[config.mk]
export PLATFORM = sky130hd
export DESIGN_NAME = prng_seed_loader
export DESIGN_NICKNAME = d
export VERILOG_FILES = /design/src/rtl/prng_pkg.sv /design/src/rtl/prng_warmup_cnt.sv /design/src/rtl/prng_seed_loader.sv
export SDC_FILE = /design/constraint.sdc
export NUM_CORES = 1
export LEC_CHECK = 0
export ABC_AREA = 1
export CAP_MARGIN = 20
export CORE_ASPECT_RATIO = 2
export CORE_MARGIN = 2
export CORE_UTILIZATION = 45
export DETAILED_ROUTE_END_ITERATION = 6
export GPL_TIMING_DRIVEN = 0
export HOLD_SLACK_MARGIN = 0.1
export PLACE_DENSITY = 0.92
export SLEW_MARGIN = 10
export SYNTH_ARGS = -nofsm -noshare
export SYNTH_HDL_FRONTEND = slang
export SYNTH_HIERARCHICAL = 1
export SYNTH_SLANG_ARGS = --single-unit
[constraint.sdc]
create_clock -name clk -period 2.4 [get_ports clk]
set_input_delay 0.36 -clock clk [delete_from_list [all_inputs] [get_ports clk]]
set_output_delay 0.36 -clock clk [all_outputs]
set_load 0.1 [all_outputs]
[src/rtl/prng_pkg.sv]
// Shared FSM state type, default sizes and counter-width helpers for the PRNG seed loader.
package prng_pkg;

  typedef enum logic [1:0] {
    IDLE = 2'd0,
    PRST = 2'd1,
    LOAD = 2'd2,
    WARM = 2'd3
  } state_e;

  localparam int DEF_SIZE_FEED     = 32;
  localparam int DEF_SEED_BITS     = 128;
  localparam int DEF_WARMUP_CYCLES = 256;
  localparam int DEF_RESEED_PERIOD = 65535;

  function automatic int nwords(input int seed_bits, input int size_feed);
    return seed_bits / size_feed;
  endfunction

  // A 1-bit floor keeps degenerate counts (n <= 1) from producing zero-width vectors.
  function automatic int cnt_width(input int n);
    return (n > 1) ? $clog2(n) : 1;
  endfunction

endpackage

[src/rtl/prng_warmup_cnt.sv]
// Loadable down-counter: load has priority, decrements only while enabled, and done pulses on the
// enabled cycle that takes the count from 1 to 0. A zero count stays idle.
module prng_warmup_cnt #(
  parameter int WIDTH = 9
) (
  input  logic             clk_i,
  input  logic             rst_ni,
  input  logic             load_i,
  input  logic [WIDTH-1:0] load_val_i,
  input  logic             en_i,
  output logic             done_o
);

  logic [WIDTH-1:0] cnt_q, cnt_d;

  always_comb begin
    cnt_d = cnt_q;
    if (load_i) begin
      cnt_d = load_val_i;
    end else if (en_i && (cnt_q != '0)) begin
      cnt_d = cnt_q - 1'b1;
    end
  end

  assign done_o = en_i && (cnt_q == WIDTH'(1));

  always_ff @(posedge clk_i or negedge rst_ni) begin
    if (!rst_ni) begin
      cnt_q <= '0;
    end else begin
      cnt_q <= cnt_d;
    end
  end

endmodule

[src/rtl/prng_seed_loader.sv]
// Seeds the 128-bit LFSR unit word by word, forces a warm-up, then gates core run requests.
// Defining PRNG_AUTO_RESEED_EN forces a reseed after RESEED_PERIOD granted run cycles.
module prng_seed_loader
  import prng_pkg::*;
#(
  parameter int SIZE_FEED     = DEF_SIZE_FEED,
  parameter int SEED_BITS     = DEF_SEED_BITS,
  parameter int WARMUP_CYCLES = DEF_WARMUP_CYCLES,
  parameter int RESEED_PERIOD = DEF_RESEED_PERIOD
) (
  input  logic                 clk,
  input  logic                 rst_n,
  input  logic                 start_seed,
  input  logic [SIZE_FEED-1:0] seed_data,
  input  logic                 seed_valid,
  output logic                 seed_ready,
  input  logic                 core_pre_enable_run,
  output logic                 prng_pre_rst,
  output logic                 prng_feed,
  output logic [SIZE_FEED-1:0] prng_feed_data,
  output logic                 prng_pre_enable_run,
  output logic                 busy,
  output logic                 seeded,
  output logic                 reseed_req
);

  localparam int NWORDS = nwords(SEED_BITS, SIZE_FEED);
  localparam int WORD_W = cnt_width(NWORDS);
  localparam int WARM_W = cnt_width(WARMUP_CYCLES + 1);
  localparam logic [WORD_W-1:0] LAST_WORD = WORD_W'(NWORDS - 1);

  if ((SEED_BITS % SIZE_FEED) != 0 || WARMUP_CYCLES < 1 || RESEED_PERIOD < 1) begin : g_bad_cfg
    $error("prng_seed_loader: illegal parameter combination");
  end

  state_e              state_q, state_d;
  logic                seeded_q, seeded_d;
  logic [WORD_W-1:0]   word_cnt_q, word_cnt_d;
  logic                feed_q, feed_d;
  logic [SIZE_FEED-1:0] feed_dat_q, feed_dat_d;
  logic                warm_load, warm_en, warm_done;
  logic                idle_grant, reseed_done;

  // The last word's feed pulse lands in the first WARM cycle; holding the run enable off for that
  // cycle keeps feed and run mutually exclusive and costs the one extra cycle of seeding latency.
  assign warm_en    = (state_q == WARM) && !feed_q;
  assign idle_grant = (state_q == IDLE) && seeded_q && core_pre_enable_run;

  assign prng_pre_enable_run = idle_grant || warm_en;
  assign prng_pre_rst        = (state_q == PRST);
  assign seed_ready          = (state_q == LOAD);
  assign busy                = (state_q != IDLE);
  assign seeded              = seeded_q;
  assign prng_feed           = feed_q;
  assign prng_feed_data      = feed_dat_q;

  always_comb begin
    state_d    = state_q;
    seeded_d   = seeded_q;
    word_cnt_d = word_cnt_q;
    feed_d     = 1'b0;
    feed_dat_d = '0;
    warm_load  = 1'b0;
    unique case (state_q)
      IDLE: begin
        if (start_seed) begin
          seeded_d   = 1'b0;
          word_cnt_d = '0;
          state_d    = PRST;
        end else if (reseed_done) begin
          seeded_d = 1'b0;
        end
      end
      PRST: state_d = LOAD;
      LOAD: begin
        if (seed_valid) begin
          feed_d     = 1'b1;
          feed_dat_d = seed_data;
          if (word_cnt_q == LAST_WORD) begin
            word_cnt_d = '0;
            warm_load  = 1'b1;
            state_d    = WARM;
          end else begin
            word_cnt_d = word_cnt_q + 1'b1;
          end
        end
      end
      WARM: begin
        if (warm_done) begin
          seeded_d = 1'b1;
          state_d  = IDLE;
        end
      end
      default: state_d = IDLE;
    endcase
  end

  prng_warmup_cnt #(.WIDTH(WARM_W)) u_warm_cnt (
    .clk_i      (clk),
    .rst_ni     (rst_n),
    .load_i     (warm_load),
    .load_val_i (WARM_W'(WARMUP_CYCLES)),
    .en_i       (warm_en),
    .done_o     (warm_done)
  );

`ifdef PRNG_AUTO_RESEED_EN
  localparam int RUN_W = cnt_width(RESEED_PERIOD + 1);

  logic seed_start;
  logic reseed_req_q, reseed_req_d;

  assign seed_start = (state_q == IDLE) && start_seed;

  prng_warmup_cnt #(.WIDTH(RUN_W)) u_run_cnt (
    .clk_i      (clk),
    .rst_ni     (rst_n),
    .load_i     (seed_start),
    .load_val_i (RUN_W'(RESEED_PERIOD)),
    .en_i       (idle_grant),
    .done_o     (reseed_done)
  );

  always_comb begin
    reseed_req_d = reseed_req_q;
    if (seed_start) begin
      reseed_req_d = 1'b0;
    end else if (reseed_done) begin
      reseed_req_d = 1'b1;
    end
  end

  always_ff @(posedge clk or negedge rst_n) begin
    if (!rst_n) begin
      reseed_req_q <= 1'b0;
    end else begin
      reseed_req_q <= reseed_req_d;
    end
  end

  assign reseed_req = reseed_req_q;
`else
  assign reseed_done = 1'b0;
  assign reseed_req  = 1'b0;
`endif

  always_ff @(posedge clk or negedge rst_n) begin
    if (!rst_n) begin
      state_q    <= IDLE;
      seeded_q   <= 1'b0;
      word_cnt_q <= '0;
      feed_q     <= 1'b0;
      feed_dat_q <= '0;
    end else begin
      state_q    <= state_d;
      seeded_q   <= seeded_d;
      word_cnt_q <= word_cnt_d;
      feed_q     <= feed_d;
      feed_dat_q <= feed_dat_d;
    end
  end

endmodule

; ---- Word-level counts from Yosys, hierarchy flattened
; Index checks and enable logic that the tools add are counted.
[op_classes]
eq_ne = 9
n_mux = 21
add_sub_neg = 2
n_reduce_logical = 16
[op_table]
columns = op, count
row1 = two-way mux 32 bit, 2
row2 = two-way mux 9 bit, 2
row3 = two-way mux 2 bit, 7
row4 = "== test 9 x 1 -> 1 bit, second input constant", 1
row5 = nonzero test 9 bit, 1
row6 = "subtractor 9 x 1 -> 9 bit, second input constant", 1
row7 = one-hot mux 2 bit (4 select lines), 1
row8 = nonzero test 2 bit, 4
row9 = two-way mux 1 bit, 7
row10 = "== test 2 bit, second input constant", 3
row11 = AND reduction 3 bit, 2
row12 = logical AND 1 bit, 5
row13 = "inequality test 2 x 1 -> 1 bit, second input constant", 2
row14 = "inequality test 2 bit, second input constant", 2
row15 = one-hot mux 2 bit (2 select lines), 1
row16 = AND reduction 4 bit, 1
row17 = "adder 2 x 1 -> 2 bit, second input constant", 1
row18 = "== test 2 x 1 -> 1 bit, second input constant", 1
row19 = zero test 2 bit, 1
row20 = one-hot mux 1 bit (2 select lines), 1
row21 = zero test 1 bit, 1
row22 = logical OR 1 bit, 1
[totals]
reg_bits = 47
output_inout_bits = 39
wordCells = 54

; ---- Longest topological paths before layout
[depth]
depth_word = 5
ltp_mapped = 10

; ---- By module
; Netlist, hierarchy kept.
[modules_own_cells]
columns = mod, cells_per_inst, seq_area_each_um2, area_per_inst_um2, instances
row1 = prng_seed_loader, 156, 950.9, 1482.7, 1
row2 = prng_warmup_cnt, 104, 225.2, 719.4, 1

; ---- Least setup slack after synthesis
; No wires, ideal clock.
[synth_timing]
kind = reg2reg
start = register state_q[0]
end = register u_warm_cnt.cnt_q[1]
stages_incl_launch_ff = 9
t_required_ns = 2.280
t_arrival_ns = 2.311
period_less_slack_ns = 2.431
setup_ns = 0.120
slack_ns = -0.031
cell_sequence = dfrtp_1 -> inv_1 -> ha_1 -> nand2_2 -> nor2_1 -> clkbuf_1 -> o21ai_0 -> nand2_2 -> o21ai_2
[synth_via]
word_cells_on_any_way = 7
[synth_lines]
columns = item, line_no
row1 = from (decl), prng_seed_loader.sv:36  ; state_e state_q, state_d;
row2 = from (signal assigned), prng_seed_loader.sv:155  ; state_q <= state_d;
row3 = == test 2 bit *, n/a
row4 = named net seed_ready, prng_seed_loader.sv:16  ; output logic seed_ready,
row5 = two-way mux 1 bit *, prng_seed_loader.sv:64  ; unique case (state_q)
row6 = named net warm_load, prng_seed_loader.sv:41  ; logic warm_load, warm_en, warm_done;
row7 = two-way mux 9 bit or nonzero test 2 bit (tied branches), n/a
row8 = to (signal assigned), prng_warmup_cnt.sv:31  ; cnt_q <= cnt_d;
row9 = to (decl), prng_warmup_cnt.sv:14  ; logic [WIDTH-1:0] cnt_q, cnt_d;
; Mark *: on every way through the listed nets, which the timed path passes. The rest lies on a longest branch.
; A chain may end at the register's enable or synchronous reset.

; ---- Final worst setup path
[layout_timing]
start = register state_q[1]
end = output prng_pre_enable_run
[layout_via]
word_cells_on_any_way = 6
[layout_lines]
columns = item, line_no
row1 = == test 2 bit, prng_seed_loader.sv:46  ; assign warm_en = (state_q == WARM) && !feed_q;
row2 = logical AND 1 bit, prng_seed_loader.sv:46
row3 = named net warm_en, prng_seed_loader.sv:41
row4 = logical OR 1 bit, prng_seed_loader.sv:49  ; assign prng_pre_enable_run = idle_grant || warm_en;
row5 = to (decl), prng_seed_loader.sv:21  ; output logic prng_pre_enable_run,
; The timed path passes the listed nets, and every way through them passes these cells.

==> flow_summary.toml <==
[layout]
fillers = 379
final_area_mm2 = 0.00316
fin_util_pct = 66.2
area_delta_synth_final_pct = 43.5
multi_input_comb_area_um2 = 822
num_antenna_cells = 0
nets = 398
regArea_mm2 = 0.00118
drive_gt1_share_pct = 11.6

[outcome]
outcome = "completed"

[timing]
hold_viol = 0
hold_slack_ns = 0.462
fin_ws_ns = 0.110
slew-limit-headroom_pct = 33.3
drv_slew = 0
rsz0062_at_grt = "false"
period_minus_slack_ns = 2.29
max_freq_mhz = 437
fin_crit_sh_pct = 95.4
final.setup_skew_ns = 0.00689
setup_viol_count_final = 0
tightestPinTransition_ns = 0.998

[worst_setup_path]
worstPathArrival_ns = 1.93
path_max_fanout = 5
required_ns = 2.04
crit_type = "flop to output port"
critPathLaunchType = "flop"
crit_path_end_kind = "output port"

[global_route]
overflow = 0
grt_max_degree = 39
grt_antenna_before_repair = 0
use_met2_pct = 31.9
grt_pass1_vias = 1772
top_usage_layer = "met2"
grt.met1_usage_pct = 21.6
use_met3_pct = 6.23
grt_util_all_layers_pct = 18.7
grt_pass1_wl_um = 7710

[detailed_routing]
wl_per_cell_um = 11.8
drt_iter0_drc = 33
drt_wl_total_um = 4820
drc = 0
drtPass1Iterations = 4
ant_nets = 0
post_drt_via_cell_ratio = 4.51
via_count = 1843

[synth]
ys_ff_latch = 47
synthXorXnorAreaFrac_pct = 0.795
synth_compound_area_share_pct = 4.26
yosys.area_share.adder_pct = 5.68
ys_types = 26
synth_top_family_by_area = "simple AND/OR/NAND/NOR gates"
synth_area_mm2 = 0.00220
syn_area_per_cell_um2 = 8.47
synthMuxAreaShare_pct = 0
yosysSeqAreaShare_pct = 53.4
synthCells = 260
synth_warnings = 6
synthSimpleGateAreaFrac_pct = 24.8

[floorplan]
coreArea_mm2 = 0.00477
ios = 76
start_util_pct = 46.1
die_w_um = 53.5
die_y_um = 103
rows = 36
die_area_mm2 = 0.00550

[place]
place_congestion = 0.820
numPortBuffers = 74
dp_hpwl_um = 3720
place_area_mm2 = 0.00306
dp_slack_ns = -0.142

[flow_run]
max-cap-violations = 0

[cts]
numCtsBuffers = 5
clk_path_buf_depth = 2
cts_tree = "yes"
clock_sinks = 47
cts_htree_levels = 2
cts_root_buffer = "clkbuf_8"
clk_latency_ns = 0.29
clk_pin_slew_ns = 0.09

[power_and_ir_drop]
irDropWorstVdd_mv = 0.827
power.density_mw_per_mm2 = 1160
p_leak_nw = 1.67

[worst_hold_path]
hold_path.class = "input port to async pin"
## critical path: stages (launching register included)
cell	delay (ns)
dfrtp_1	0.44
ha_1	0.23
inv_1	0.05
nor2_1	0.24
a31o_2	0.15
clkdlybuf4s18_2	0.53
## timing repair
| item | CTS | global route |
|---|---|---|
| hold buffers | 1 | 0 |
| buffers inserted | 0 | 0 |
| resized for setup | 6 | 5 |
| pin swaps | 0 | 0 |
| endpoints found under the hold margin | 9 | 0 |
| endpoints found under the setup margin | 4 | 3 |
## synth_stat cells
| cell type | number | area [µm²] |
|---|---|---|
| nand2_2 | 8 | 50.1 |
| nand3_1 | 11 | 55.1 |
| buf_6 | 1 | 11.3 |
| o21ai_1 | 2 | 10.0 |
| or2_2 | 3 | 18.8 |
| a31o_2 | 1 | 8.76 |
| and3_1 | 1 | 6.26 |
| or2_0 | 1 | 6.26 |
| xnor2_1 | 1 | 8.76 |
| inv_2 | 1 | 3.75 |
| nor2_2 | 1 | 6.26 |
| o21ai_0 | 7 | 35.0 |
| buf_4 | 1 | 7.51 |
| conb_1 | 2 | 7.51 |
| nor2_1 | 44 | 165 |
| buf_2 | 3 | 15.0 |
| nor2_4 | 2 | 22.5 |
| inv_1 | 52 | 195 |
| nand3_2 | 2 | 20.0 |
| xor2_1 | 1 | 8.76 |
| dfrtp_1 | 47 | 1180 |
| nand2_1 | 52 | 195 |
| clkbuf_1 | 1 | 3.75 |
| o21ai_2 | 4 | 35.0 |
| a21oi_1 | 1 | 5.00 |
| ha_1 | 10 | 125 |
## cell type report
class | count | area share [%]
Timing Repair Buffer | 76 | 23.9
Buffer | 6 | 1.19
Sequential cell | 47 | 37.2
Multi-Input combinational cell | 162 | 26.0
Inverter | 53 | 6.30
Clock buffer | 6 | 2.61
Tap cell | 57 | 2.26
Clock inverter | 2 | 0.515
## metrics by stage
step           std cells  power, mW  TNS, ns
5_1_grt              409       3.88        0
2_1_floorplan        268       2.69        0
3_3_place_gp         399       3.11   -11.30
3_5_place_dp         400       3.18   -0.142
4_1_cts              409       3.68        0
6_report             409       3.65        0
## per-layer routing
layer | share of wire, % | routed length (µm)
met2 | 51 | 2460
met5 | 0 | 0
met1 | 39 | 1860
met3 | 9.4 | 453
met4 | 0.75 | 36
## cells by family (layout without fill, tap and decap cells)
logic type / Yosys count / after routing
flops: 47 / 47
other cells: 2 / 10
compound gates: 15 / 15
xor+xnor: 2 / 2
fa+ha+maj: 10 / 10
simple gates: 125 / 125
buf+inv: 59 / 143
## registers in the layout, indices dropped and copies added, names as in the netlist
signal and flops:
prng_feed_data 32, u_warm_cnt/cnt_q 9, state_q 2, word_cnt_q 2
prng_feed 1, seeded 1
## report_power, final
part | switching, mW | total [mW] | leakage [nW] | internal, mW
Combinational | 1.50 | 2.06 | 0.993 | 0.554
Sequential | 0.134 | 1.10 | 0.633 | 0.966
Clock | 0.260 | 0.495 | 0.0474 | 0.235
## path summary, 6_finish.rpt
check	start	endpoint	slack (ns)	depth (start not counted)
min in group clk	word_cnt_q[1]	word_cnt_q[1]	0.51	2
max in group asynchronous	rst_n	prng_feed_data[2]	1.45	3
setup / recovery	state_q[1]	prng_pre_enable_run	0.11	5
hold reg to reg	word_cnt_q[1]	word_cnt_q[1]	0.51	2
hold / removal	rst_n	u_warm_cnt/cnt_q[7]	0.46	2
setup reg to reg	state_q[0]	u_warm_cnt/cnt_q[1]	0.37	8
## placed cells by master, fill, tap and decap left out, types with 7 or more instances in the layout
| cell | n |
|---|---|
| inv_1 | 52 |
| dfrtp_1 | 47 |
| clkdlybuf4s50_1 | 69 |
| nand3_1 | 11 |
| nand2_1 | 52 |
| conb_1 | 10 |
| nor2_1 | 44 |
| nand2_2 | 8 |
| ha_1 | 9 |
| o21ai_0 | 7 |
No activity file was read; power rests on OpenSTA's default activity.
